`src/rtl/mac4_dot_accumulator_pkg.sv`:
```
// -----------------------------------------------------------------------------
// mac4_pkg
// Shared constants and helpers for the 4-bit MAC dot-product slice.
//   OP_W      : operand width of the multiplier inputs
//   PROD_W    : full product width
//   MAX_ACC_W : widest accumulator the helper supports
//   sat_add() : saturating add of a product onto an accumulator, returns
//               {overflow, saturated_sum} in a MAX_ACC_W+1 bit vector
// -----------------------------------------------------------------------------
package mac4_pkg;

  localparam int OP_W      = 4;
  localparam int PROD_W    = 8;
  localparam int MAX_ACC_W = 32;

  // The accumulator width is a runtime argument so one function serves every
  // ACC_W; callers keep the low acc_w bits of the result plus the top bit.
  function automatic logic [MAX_ACC_W:0] sat_add(
    input logic [MAX_ACC_W-1:0] acc,
    input logic [PROD_W-1:0]    prod,
    input int unsigned          acc_w
  );
    logic [MAX_ACC_W:0] sum;
    logic [MAX_ACC_W:0] max_v;
    sum   = {1'b0, acc} + {{(MAX_ACC_W + 1 - PROD_W){1'b0}}, prod};
    max_v = (33'd1 << acc_w) - 33'd1;
    if (sum > max_v) begin
      sat_add = {1'b1, max_v[MAX_ACC_W-1:0]};
    end else begin
      sat_add = {1'b0, sum[MAX_ACC_W-1:0]};
    end
  endfunction

endpackage

```
`src/rtl/mac4_dot_accumulator_mult.sv`:
```
// -----------------------------------------------------------------------------
// array_multiplier_4x4
// Purely combinational unsigned 4x4 array multiplier (no pipeline stage).
//   i_a    : multiplicand, OP_W bits
//   i_b    : multiplier,   OP_W bits
//   o_prod : full PROD_W-bit product
// -----------------------------------------------------------------------------
module array_multiplier_4x4
  import mac4_pkg::*;
(
  input  logic [OP_W-1:0]   i_a,
  input  logic [OP_W-1:0]   i_b,
  output logic [PROD_W-1:0] o_prod
);

  logic [PROD_W-1:0] w_pp [OP_W];

  // Partial-product rows: row i is i_a shifted by i, gated by bit i of i_b.
  always_comb begin
    for (int i = 0; i < OP_W; i++) begin
      if (i_b[i]) begin
        w_pp[i] = PROD_W'(i_a) << i;
      end else begin
        w_pp[i] = '0;
      end
    end
  end

  // Row summation of the partial products.
  always_comb begin
    o_prod = '0;
    for (int i = 0; i < OP_W; i++) begin
      o_prod = o_prod + w_pp[i];
    end
  end

endmodule

```
`src/rtl/mac4_dot_accumulator.sv`:
```
// -----------------------------------------------------------------------------
// mac4_dot_accumulator
// Streams unsigned 4-bit operand pairs, registers each product (stage P),
// accumulates LEN products with saturation (stage A) and presents the group
// sum on a valid/ready output with full backpressure.
//   clk, rst_n          : clock, async active-low reset
//   clear               : synchronous flush of in-flight group and result
//   in_valid/in_ready   : input handshake; in_a, in_b operands
//   out_valid/out_ready : output handshake; out_sum, out_ovf result
// -----------------------------------------------------------------------------
module mac4_dot_accumulator
  import mac4_pkg::*;
#(
  parameter int LEN   = 4,
  parameter int ACC_W = 16
) (
  input  logic             clk,
  input  logic             rst_n,
  input  logic             clear,
  input  logic             in_valid,
  output logic             in_ready,
  input  logic [OP_W-1:0]  in_a,
  input  logic [OP_W-1:0]  in_b,
  output logic             out_valid,
  input  logic             out_ready,
  output logic [ACC_W-1:0] out_sum,
  output logic             out_ovf
);

  localparam int CNT_W = $clog2(LEN + 1);
  localparam logic [CNT_W-1:0] LAST_CNT = CNT_W'(LEN - 1);

  logic [PROD_W-1:0]  w_prod;
  logic [PROD_W-1:0]  r_p;
  logic               r_p_valid;
  logic [ACC_W-1:0]   r_acc;
  logic [CNT_W-1:0]   r_cnt;
  logic               r_ovf;
  logic               r_out_valid;
  logic [ACC_W-1:0]   r_out_sum;
  logic               r_out_ovf;

  logic               w_last;
  logic               w_consume;
  logic               w_accept;
  logic [MAX_ACC_W:0] w_sat;
  logic [ACC_W-1:0]   w_sum;
  logic               w_sum_ovf;
  logic               w_unused_sat;

  array_multiplier_4x4 u_mult (
    .i_a    (in_a),
    .i_b    (in_b),
    .o_prod (w_prod)
  );

  // Stage A only stalls when a last term would overwrite a result nobody took.
  assign w_last    = (r_cnt == LAST_CNT);
  assign w_consume = r_p_valid && !clear && !(w_last && r_out_valid && !out_ready);
  assign in_ready  = !clear && (!r_p_valid || w_consume);
  assign w_accept  = in_valid && in_ready;

  // Saturating sum of the held product onto the running accumulator.
  always_comb begin
    w_sat        = sat_add(MAX_ACC_W'(r_acc), r_p, ACC_W);
    w_sum        = w_sat[ACC_W-1:0];
    w_sum_ovf    = w_sat[MAX_ACC_W];
    w_unused_sat = ^w_sat;
  end

  assign out_valid = r_out_valid;
  assign out_sum   = r_out_sum;
  assign out_ovf   = r_out_ovf;

  // Product register, accumulator, term counter and output register.
  always_ff @(posedge clk or negedge rst_n) begin
    if (!rst_n) begin
      r_p         <= '0;
      r_p_valid   <= 1'b0;
      r_acc       <= '0;
      r_cnt       <= '0;
      r_ovf       <= 1'b0;
      r_out_valid <= 1'b0;
      r_out_sum   <= '0;
      r_out_ovf   <= 1'b0;
    end else if (clear) begin
      r_p_valid   <= 1'b0;
      r_acc       <= '0;
      r_cnt       <= '0;
      r_ovf       <= 1'b0;
      r_out_valid <= 1'b0;
    end else begin
      // A consume with a simultaneous accept reloads P instead of emptying it.
      if (w_accept) begin
        r_p       <= w_prod;
        r_p_valid <= 1'b1;
      end else if (w_consume) begin
        r_p_valid <= 1'b0;
      end

      if (w_consume && w_last) begin
        // New result overwrites the output even if the old one is leaving now.
        r_out_sum   <= w_sum;
        r_out_ovf   <= r_ovf | w_sum_ovf;
        r_out_valid <= 1'b1;
        r_acc       <= '0;
        r_cnt       <= '0;
        r_ovf       <= 1'b0;
      end else begin
        if (w_consume) begin
          r_acc <= w_sum;
          r_cnt <= r_cnt + CNT_W'(1);
          r_ovf <= r_ovf | w_sum_ovf;
        end
        if (r_out_valid && out_ready) begin
          r_out_valid <= 1'b0;
        end
      end
    end
  end

endmodule

```
`config.mk`:
```
export PLATFORM = sky130hd
export DESIGN_NAME = mac4_dot_accumulator
export DESIGN_NICKNAME = d
export VERILOG_FILES = /design/src/rtl/mac4_dot_accumulator_pkg.sv /design/src/rtl/mac4_dot_accumulator_mult.sv /design/src/rtl/mac4_dot_accumulator.sv
export SDC_FILE = /design/constraint.sdc
export NUM_CORES = 1
export LEC_CHECK = 0
export CAP_MARGIN = 20
export CORE_ASPECT_RATIO = 1.25
export CORE_MARGIN = 2
export CORE_UTILIZATION = 40
export DETAILED_ROUTE_END_ITERATION = 16
export SLEW_MARGIN = 20
export SYNTH_ARGS = -nofsm -noshare
export SYNTH_HDL_FRONTEND = slang
export SYNTH_SLANG_ARGS = --single-unit
```
`constraint.sdc`:
```
create_clock -name clk -period 2.5 [get_ports clk]
set_input_delay 0.75 -clock clk [delete_from_list [all_inputs] [get_ports clk]]
set_output_delay 0.75 -clock clk [all_outputs]
set_load 0.005 [all_outputs]
```
; Word level (Yosys, flattened, before mapping)
; Cells that the tools add are included.
[op_classes]
reduce_logical = 18
bitwise = 2
add_sub_neg = 5
eq_ne = 1
mux = 20
magnitude_cmp = 1
[op_table]
columns = op, n
row1 = 16-bit 2-to-1 mux, 3
row2 = 33-bit 2-to-1 mux, 1
row3 = 8-bit adder, 3
row4 = 16-bit by 8-bit adder with 17-bit output, 1
row5 = 17-bit by 16-bit greater-than comparator with 1-bit output (second input constant), 1
row6 = 1-bit 2-to-1 mux, 9
row7 = 3-bit 2-to-1 mux, 3
row8 = 3-bit nonzero test, 3
row9 = 1-bit logical AND, 8
row10 = 7-bit 2-to-1 mux, 1
row11 = 6-bit 2-to-1 mux, 1
row12 = 5-bit 2-to-1 mux, 1
row13 = 1-bit logical NOT, 4
row14 = 4-bit 2-to-1 mux, 1
row15 = 2-bit AND reduction, 2
row16 = 3-bit by 1-bit adder with 3-bit output (second input constant), 1
row17 = 3-bit by 2-bit == test with 1-bit output (second input constant), 1
row18 = 1-bit logical OR, 1
row19 = 1-bit inverter, 1
row20 = 1-bit OR, 1
[word_totals]
ff_bits = 47
input_bits = 13
wordCells = 55
out_inout_bits = 19

; Longest topological paths before layout
; Gate-level depths: netlist of the first run.
[logic_depth]
word_depth = 10
mapped_depth = 12
mapped_depth_nobuf = 12

; Modules after synthesis
; Synthesis of the first run repeated with hierarchy kept, for this count alone.
[hier_totals]
hier_cells = 306
area_unflattened_um2 = 2924.1
[by_module_without_submodules]
columns = mod, instances, cells_per_inst, seq_area_each_um2, area_per_inst_um2
row1 = mac4_dot_accumulator, 1, 264, 1176.1, 2538.7
row2 = array_multiplier_4x4, 1, 42, 0.0, 385.4

; Worst setup path before layout of the first run
; No wires, ideal clock.
[synth_path]
path_type = input to register
startpoint = input port in_a[0]
endpoint = register r_p[7]
cell_stages = 12
arrival_time_ns = 2.968
setup_time_ns = 0.083
setup_slack_ns = -0.551
required_ns = 2.417
path_buffers = 0
cell_sequence = nand2_1 fa_1 inv_1 fa_1 ha_1 inv_1 fa_1 inv_1 a21o_1 a21oi_1 xor2_1 o21ai_0
[synth_via]
elab_chain_len = 4
word_cells_on_any_way = 7
classes_between = 3 x add/sub / 4 x mux
[synth_lines]
columns = element, line_no
row1 = from (decl), mac4_dot_accumulator.sv:22  ; input logic [OP_W-1:0] in_a,
row2 = 4-bit 2-to-1 mux or 5-bit 2-to-1 mux (tied branches), mac4_dot_accumulator_mult.sv:21  ; if (i_b[i]) begin
row3 = 8-bit adder (2 in a row), mac4_dot_accumulator_mult.sv:33  ; o_prod = o_prod + w_pp[i];
row4 = 8-bit adder (*), mac4_dot_accumulator_mult.sv:33
row5 = to (signal assigned), mac4_dot_accumulator.sv:95  ; r_p <= w_prod;
row6 = to (decl), mac4_dot_accumulator.sv:34  ; logic [PROD_W-1:0] r_p;
; Every way passes the cells marked *; elsewhere a longest branch is shown, timed or not.
; A chain may end at the register's enable or synchronous reset.

; Worst setup path in the final report of the first run
[layout_path]
startpoint = input port in_a[2]
endpoint = register r_p[5]
; Same word-level chain as after synthesis.

==> results.yml, run 1 <==
yosys:
  netlist_area_mm2: 0.00286
  synth_area_per_cell_um2: 9.56
  synth_edf_count: 0
  yosys.area.top_type: "dfrtp_1"
  ys_types: 54
  yosys_register_bits: 47
  yosys_most_used_dff: "dfrtp_1"
  synthTopCellsByCount: "dfrtp_1 (47), nand2_1 (40), ha_1 (19), o21ai_0 (19)"
  synth_cells: 299
  yosys-top-cells-area: "dfrtp_1 (41%), ha_1 (8.3%), nand2_1 (5.3%)"
  yosysTopAreaCellShare_pct: 41.2
  synth_nets: 337
  seq_area_frac_synth_pct: 41.2
  synthArstFlopShare_pct: 100
  synth.most_common_cell: "dfrtp_1"
  yosysWarnings: 0
worst_setup_path:
  setup.worst_path.class: "in2reg"
  critPathRequiredTime_ns: 2.72
  critical_path.startpoint_type: "input pin"
  arrival_ns: 3.03
  critical_path.endpoint_type: "flop"
  path_max_fanout: 2
route:
  first_iter_violations: 96
  post-route-drc-count: 0
  vias_per_cell: 5.26
  totalWireLength_um: 6720
  vias: 2373
  wl_per_cell_um: 14.9
  ant_nets: 0
  drtPass1Iterations: 4
global_routing:
  grt_max_degree: 48
  grt_first_pass_wirelength_um: 11500
  first_global_vias: 2436
  grt_antenna_before_repair: 0
  global_route.usage.total_pct: 18.5
  overflow: 0
cells_and_area:
  antenna_cells: 0
  register_area_mm2: 0.00118
  fill_cells: 653
  area_growth_pct: 29.7
  nets: 398
  drive_gt1_share_pct: 23.8
  multi_input_area_mm2: 0.00166
  fin_util_pct: 53.5
  stdcell_count: 451
floorplanning:
  start_util_pct: 41.2
  die-area_mm2: 0.00784
  ioPinCount: 32
  fp.dieH_um: 98.5
  coreArea_mm2: 0.00693
  die_w_um: 79.6
  rows: 34
pwr:
  combPwrFrac_pct: 26.2
  sw_frac_of_total_pct: 30.1
  p_switching_w: 0.000558
  irDropWorstVdd_mv: 0.246
  seqPwrFrac_pct: 46.4
  p_leak_nw: 1.73
  p_int_w: 0.00130
  clkPwrFrac_pct: 27.4
  power_density_mw_per_mm2: 501
sta:
  rsz0062_at_grt: "yes"
  fmax_mhz: 356
  post-route-worst-setup-slack_ns: -0.312
  setup-violations-final: 4
  slew_headroom_pct: 75.0
  slew_viol_final: 0
  finalCritPeriodShare_pct: 112
  fin_worst_skew_ns: 0.00791
  hold_viol: 0
  hold_slack_ns: 0.425
  period_minus_slack_ns: 2.81
  tightest_slew_ns: 0.371
clock_tree:
  post_cts_hold_buffer_count: 0
  cts_sinks: 47
  cts-htree-levels: 2
  cts_made_buffers: 5
  clk_pin_slew_worst_paths_ns: 0.09
  clk_path_buf_depth: 2
  cts_tree: "done"
  ctsRootBufferMaster: "clkbuf_8"
  clk_latency_ns: 0.30
place:
  dp_cells: 440
  portBuffers: 31
  hpwl_um: 4960
  gp_congestion: 0.837
outcome:
  status: "complete, but fails checks"
  violations: "setup timing"
min_path:
  hold_class: "in2async"
job:
  cap_violations: 0
==> stage by stage <==
| step | setup TNS (ns) | setup WS [ns] | total power [W] | instance area (um^2) |
|---|---|---|---|---|
| floorplan | -1.04 | -0.422 | 0.00115 | 2880 |
| global placement | -5.00 | -1.07 | 0.00133 | 3500 |
| detailed placement | -5.63 | -1.17 | 0.00134 | 3500 |
| CTS | -0.766 | -0.307 | 0.00187 | 3630 |
| global route | -1.05 | -0.393 | 0.00198 | 3710 |
| finish | -0.789 | -0.312 | 0.00186 | 3710 |
==> cells in the final DEF, fill, tap and decap left out, drive strengths merged, types with 3 or more instances in the layout <==
master	synthesis	layout
dfrtp	47	47
buf	4	42
nand2	40	40
a21oi	22	22
clkdlybuf4s50	0	21
o21ai	21	21
ha	19	19
nor2	18	18
inv	18	18
a31oi	13	13
a21o	10	10
clkbuf	8	8
xor2	6	6
xnor2	6	6
and2	6	6
fa	6	6
nor3	5	5
o22a	4	4
nand2b	4	4
or4	3	3
mux2	3	3
nand3	3	3
nor2b	3	3
o211ai	3	3
==> state kept, by name, summed over array words and instances (netlist names) <==
name / flops
out_sum: 16
r_p_valid: 1
r_cnt: 3
r_acc: 16
out_ovf: 1
out_valid: 1
r_ovf: 1
r_p: 8
==> worst max-delay path, cell delays in order <==
cell     delay, ns
buf_8         0.08
nand2_8       0.04
fa_1          0.54
inv_2         0.04
fa_1          0.50
ha_2          0.19
inv_2         0.04
fa_2          0.34
buf_4         0.14
buf_6         0.10
xor2_1        0.14
o21ai_1       0.11
==> worst paths after layout <==
kind / to / slack (ns) / cells after the start / startpoint
max in group asynchronous: r_acc[5] / 1.86 / 2 / rst_n
worst max-delay path: r_p[5] / -0.31 / 12 / in_a[2]
min in group clk: out_sum[12] / 0.48 / 2 / out_sum[12]
worst min register to register: out_sum[12] / 0.48 / 2 / out_sum[12]
worst min-delay path: out_sum[14] / 0.42 / 2 / rst_n
worst max register to register: r_acc[7] / 0.08 / 10 / r_acc[0]
==> area by class of cell <==
cell class | instances | share of cell area [%]
multi-input cells | 222 | 44.7
flip-flops and latches | 47 | 31.7
repair buffers | 66 | 16.0
well taps | 90 | 3.04
clock buffers | 8 | 2.70
inverters | 18 | 1.82
==> kinds of logic after synthesis <==
group	Yosys count	share of synthesized area, %
compound gates	87	20.7
xor+xnor	12	3.68
fa+ha+maj	25	12.5
buf+inv	30	4.29
flops	47	41.2
mux	3	1.18
simple gates	95	16.5
==> power by group through the flow <==
stage | combinational, W | sequential [W] | clock, W
5_1_grt | 0.000551 | 0.000870 | 0.000559
6_report | 0.000487 | 0.000861 | 0.000508
3_5_place_dp | 0.000465 | 0.000875 | 0
2_1_floorplan | 0.000291 | 0.000861 | 0
3_3_place_gp | 0.000453 | 0.000872 | 0
4_1_cts | 0.000479 | 0.000860 | 0.000527
==> what timing repair did <==
action,CTS,global route
endpoints found under the setup margin,13,24
pin swaps,14,10
resized for setup,48,15
setup buffers,1,2
==> routing by layer <==
metal  routed length (um)  GRT usage (%)  vias to the layer above
met5                    0              0                        -
met1                 2820           22.9                     1143
met3                  129           2.47                       10
met4                  212           8.09                        0
li1                     -              -                     1181
met2                 3550           31.7                       39
(Power assumes the default switching activity.)
==> run 2, diff against run 1 <==
CORE_ASPECT_RATIO = 1.4   (was 1.25)
REMOVE_ABC_BUFFERS = 1   (was default)
==> results.yml, run 2 (same netlist as run 1, synthesis figures left out) <==
outcome:
  status: "complete, but fails checks"
  violations: "setup timing"
global_routing:
  overflow: 0
  grt_antenna_before_repair: 0
  grt_max_degree: 48
  grt_first_pass_wirelength_um: 10500
  global_route.usage.total_pct: 17.3
  first_global_vias: 2308
cells_and_area:
  area_growth_pct: 27.2
  fin_area_mm2: 0.00364
  stdcell_count: 451
  nets: 393
  drive_gt1_share_pct: 22.2
  antenna_cells: 0
  layout_common_cells: "dfrtp_1 (47), nand2_1 (36), buf_4 (30)"
  layout_commonest_cell: "dfrtp_1"
worst_setup_path:
  arrival_ns: 2.99
  critical_path.endpoint_type: "flop"
  path_max_fanout: 2
  setup.worst_path.class: "in2reg"
  critPathRequiredTime_ns: 2.73
  critical_path.startpoint_type: "input pin"
floorplanning:
  coreArea_mm2: 0.00694
  start_util_pct: 41.2
  rows: 36
  fp.dieH_um: 104
  die_w_um: 75.4
  ioPinCount: 32
  die-area_mm2: 0.00785
sta:
  hold_viol: 0
  setup-violations-final: 3
  rsz0062_at_grt: "yes"
  tightest_slew_ns: 0.609
  period_minus_slack_ns: 2.76
  fin_worst_skew_ns: 0.0114
  finalCritPeriodShare_pct: 111
  post-route-worst-setup-slack_ns: -0.264
  slew_viol_final: 0
  fmax_mhz: 362
  slew_headroom_pct: 59.4
min_path:
  hold_class: "reg2reg"
clock_tree:
  cts_tree: "done"
  clk_latency_ns: 0.30
  cts-htree-levels: 2
  ctsRootBufferMaster: "clkbuf_8"
  post_cts_hold_buffer_count: 0
  clk_path_buf_depth: 2
  clk_pin_slew_worst_paths_ns: 0.09
  cts_sinks: 47
  cts_made_buffers: 5
route:
  first_iter_violations: 113
  wl_per_cell_um: 13.7
  totalWireLength_um: 6180
  ant_nets: 0
  vias: 2313
  drtPass1Iterations: 4
  vias_per_cell: 5.13
  post-route-drc-count: 0
pwr:
  power_density_mw_per_mm2: 491
  irDropWorstVdd_mv: 0.210
  p_leak_nw: 1.71
place:
  hpwl_um: 4700
  place_ws_ns: -1.16
  dp_cells: 442
  dpl_cell_area_mm2: 0.00344
  portBuffers: 31
  gp_congestion: 0.793
job:
  cap_violations: 0
[run 2: area by class of cell]
class	count	area (um^2)
clock inverter	3	15.0
clock buffer	5	68.8
inverter	18	67.6
timing repair buffer	61	547
sequential	47	1180
fill	694	3300
multi-input combinational	222	1640
tap	95	119
[run 2: timing repair]
action,in CTS,in global routing
pin swaps,16,15
endpoints found under the setup margin,11,18
buffers inserted,0,1
resized for setup,50,16
[run 2: per-stage QoR]
stage	hold slack, ns	util [%]	total power [W]	setup TNS, ns
2_1_floorplan	0.453	-	0.00114	-1.42
3_3_place_gp	0.461	49.7	0.00130	-4.69
3_5_place_dp	0.469	49.7	0.00132	-4.97
4_1_cts	0.490	51.6	0.00179	-0.402
5_1_grt	0.508	52.4	0.00189	-0.792
6_report	0.485	52.4	0.00178	-0.497
[run 2: per-layer routing]
| layer | share of wire [%] | GRT usage, % |
|---|---|---|
| met5 | 0 | 0 |
| met4 | 3.3 | 8.52 |
| met3 | 2.6 | 1.94 |
| met2 | 53 | 30.1 |
| met1 | 42 | 20.2 |
[run 2: final timing paths]
kind,start,end,slack (ns),cells after the start
worst min-delay path,out_sum[11],out_sum[11],0.49,2
worst max-delay path,in_a[0],r_p[7],-0.26,13
max in group asynchronous,rst_n,out_ovf,1.55,2
min in group asynchronous,rst_n,r_cnt[2],0.51,2
worst min register to register,out_sum[11],out_sum[11],0.49,2
worst max register to register,r_p[0],r_acc[1],0.13,10
[run 2: worst max-delay path, cell delays in order]
cell and delay, ns:
buf_8 0.08, nand2_4 0.05, fa_1 0.54, inv_2 0.04, fa_2 0.55, ha_4 0.14
inv_2 0.03, fa_2 0.34, inv_2 0.05, a21o_1 0.12, a21oi_2 0.06, xor2_1 0.13
o21ai_1 0.10
[run 2: power breakdown]
part | total, W | switching [W] | internal [W] | leakage, nW
sequential | 0.000852 | 0.0000350 | 0.000817 | 0.604
clock | 0.000459 | 0.000267 | 0.000192 | 0.0477
combinational | 0.000472 | 0.000252 | 0.000221 | 1.06
total | 0.00178 | 0.000554 | 0.00123 | 1.71
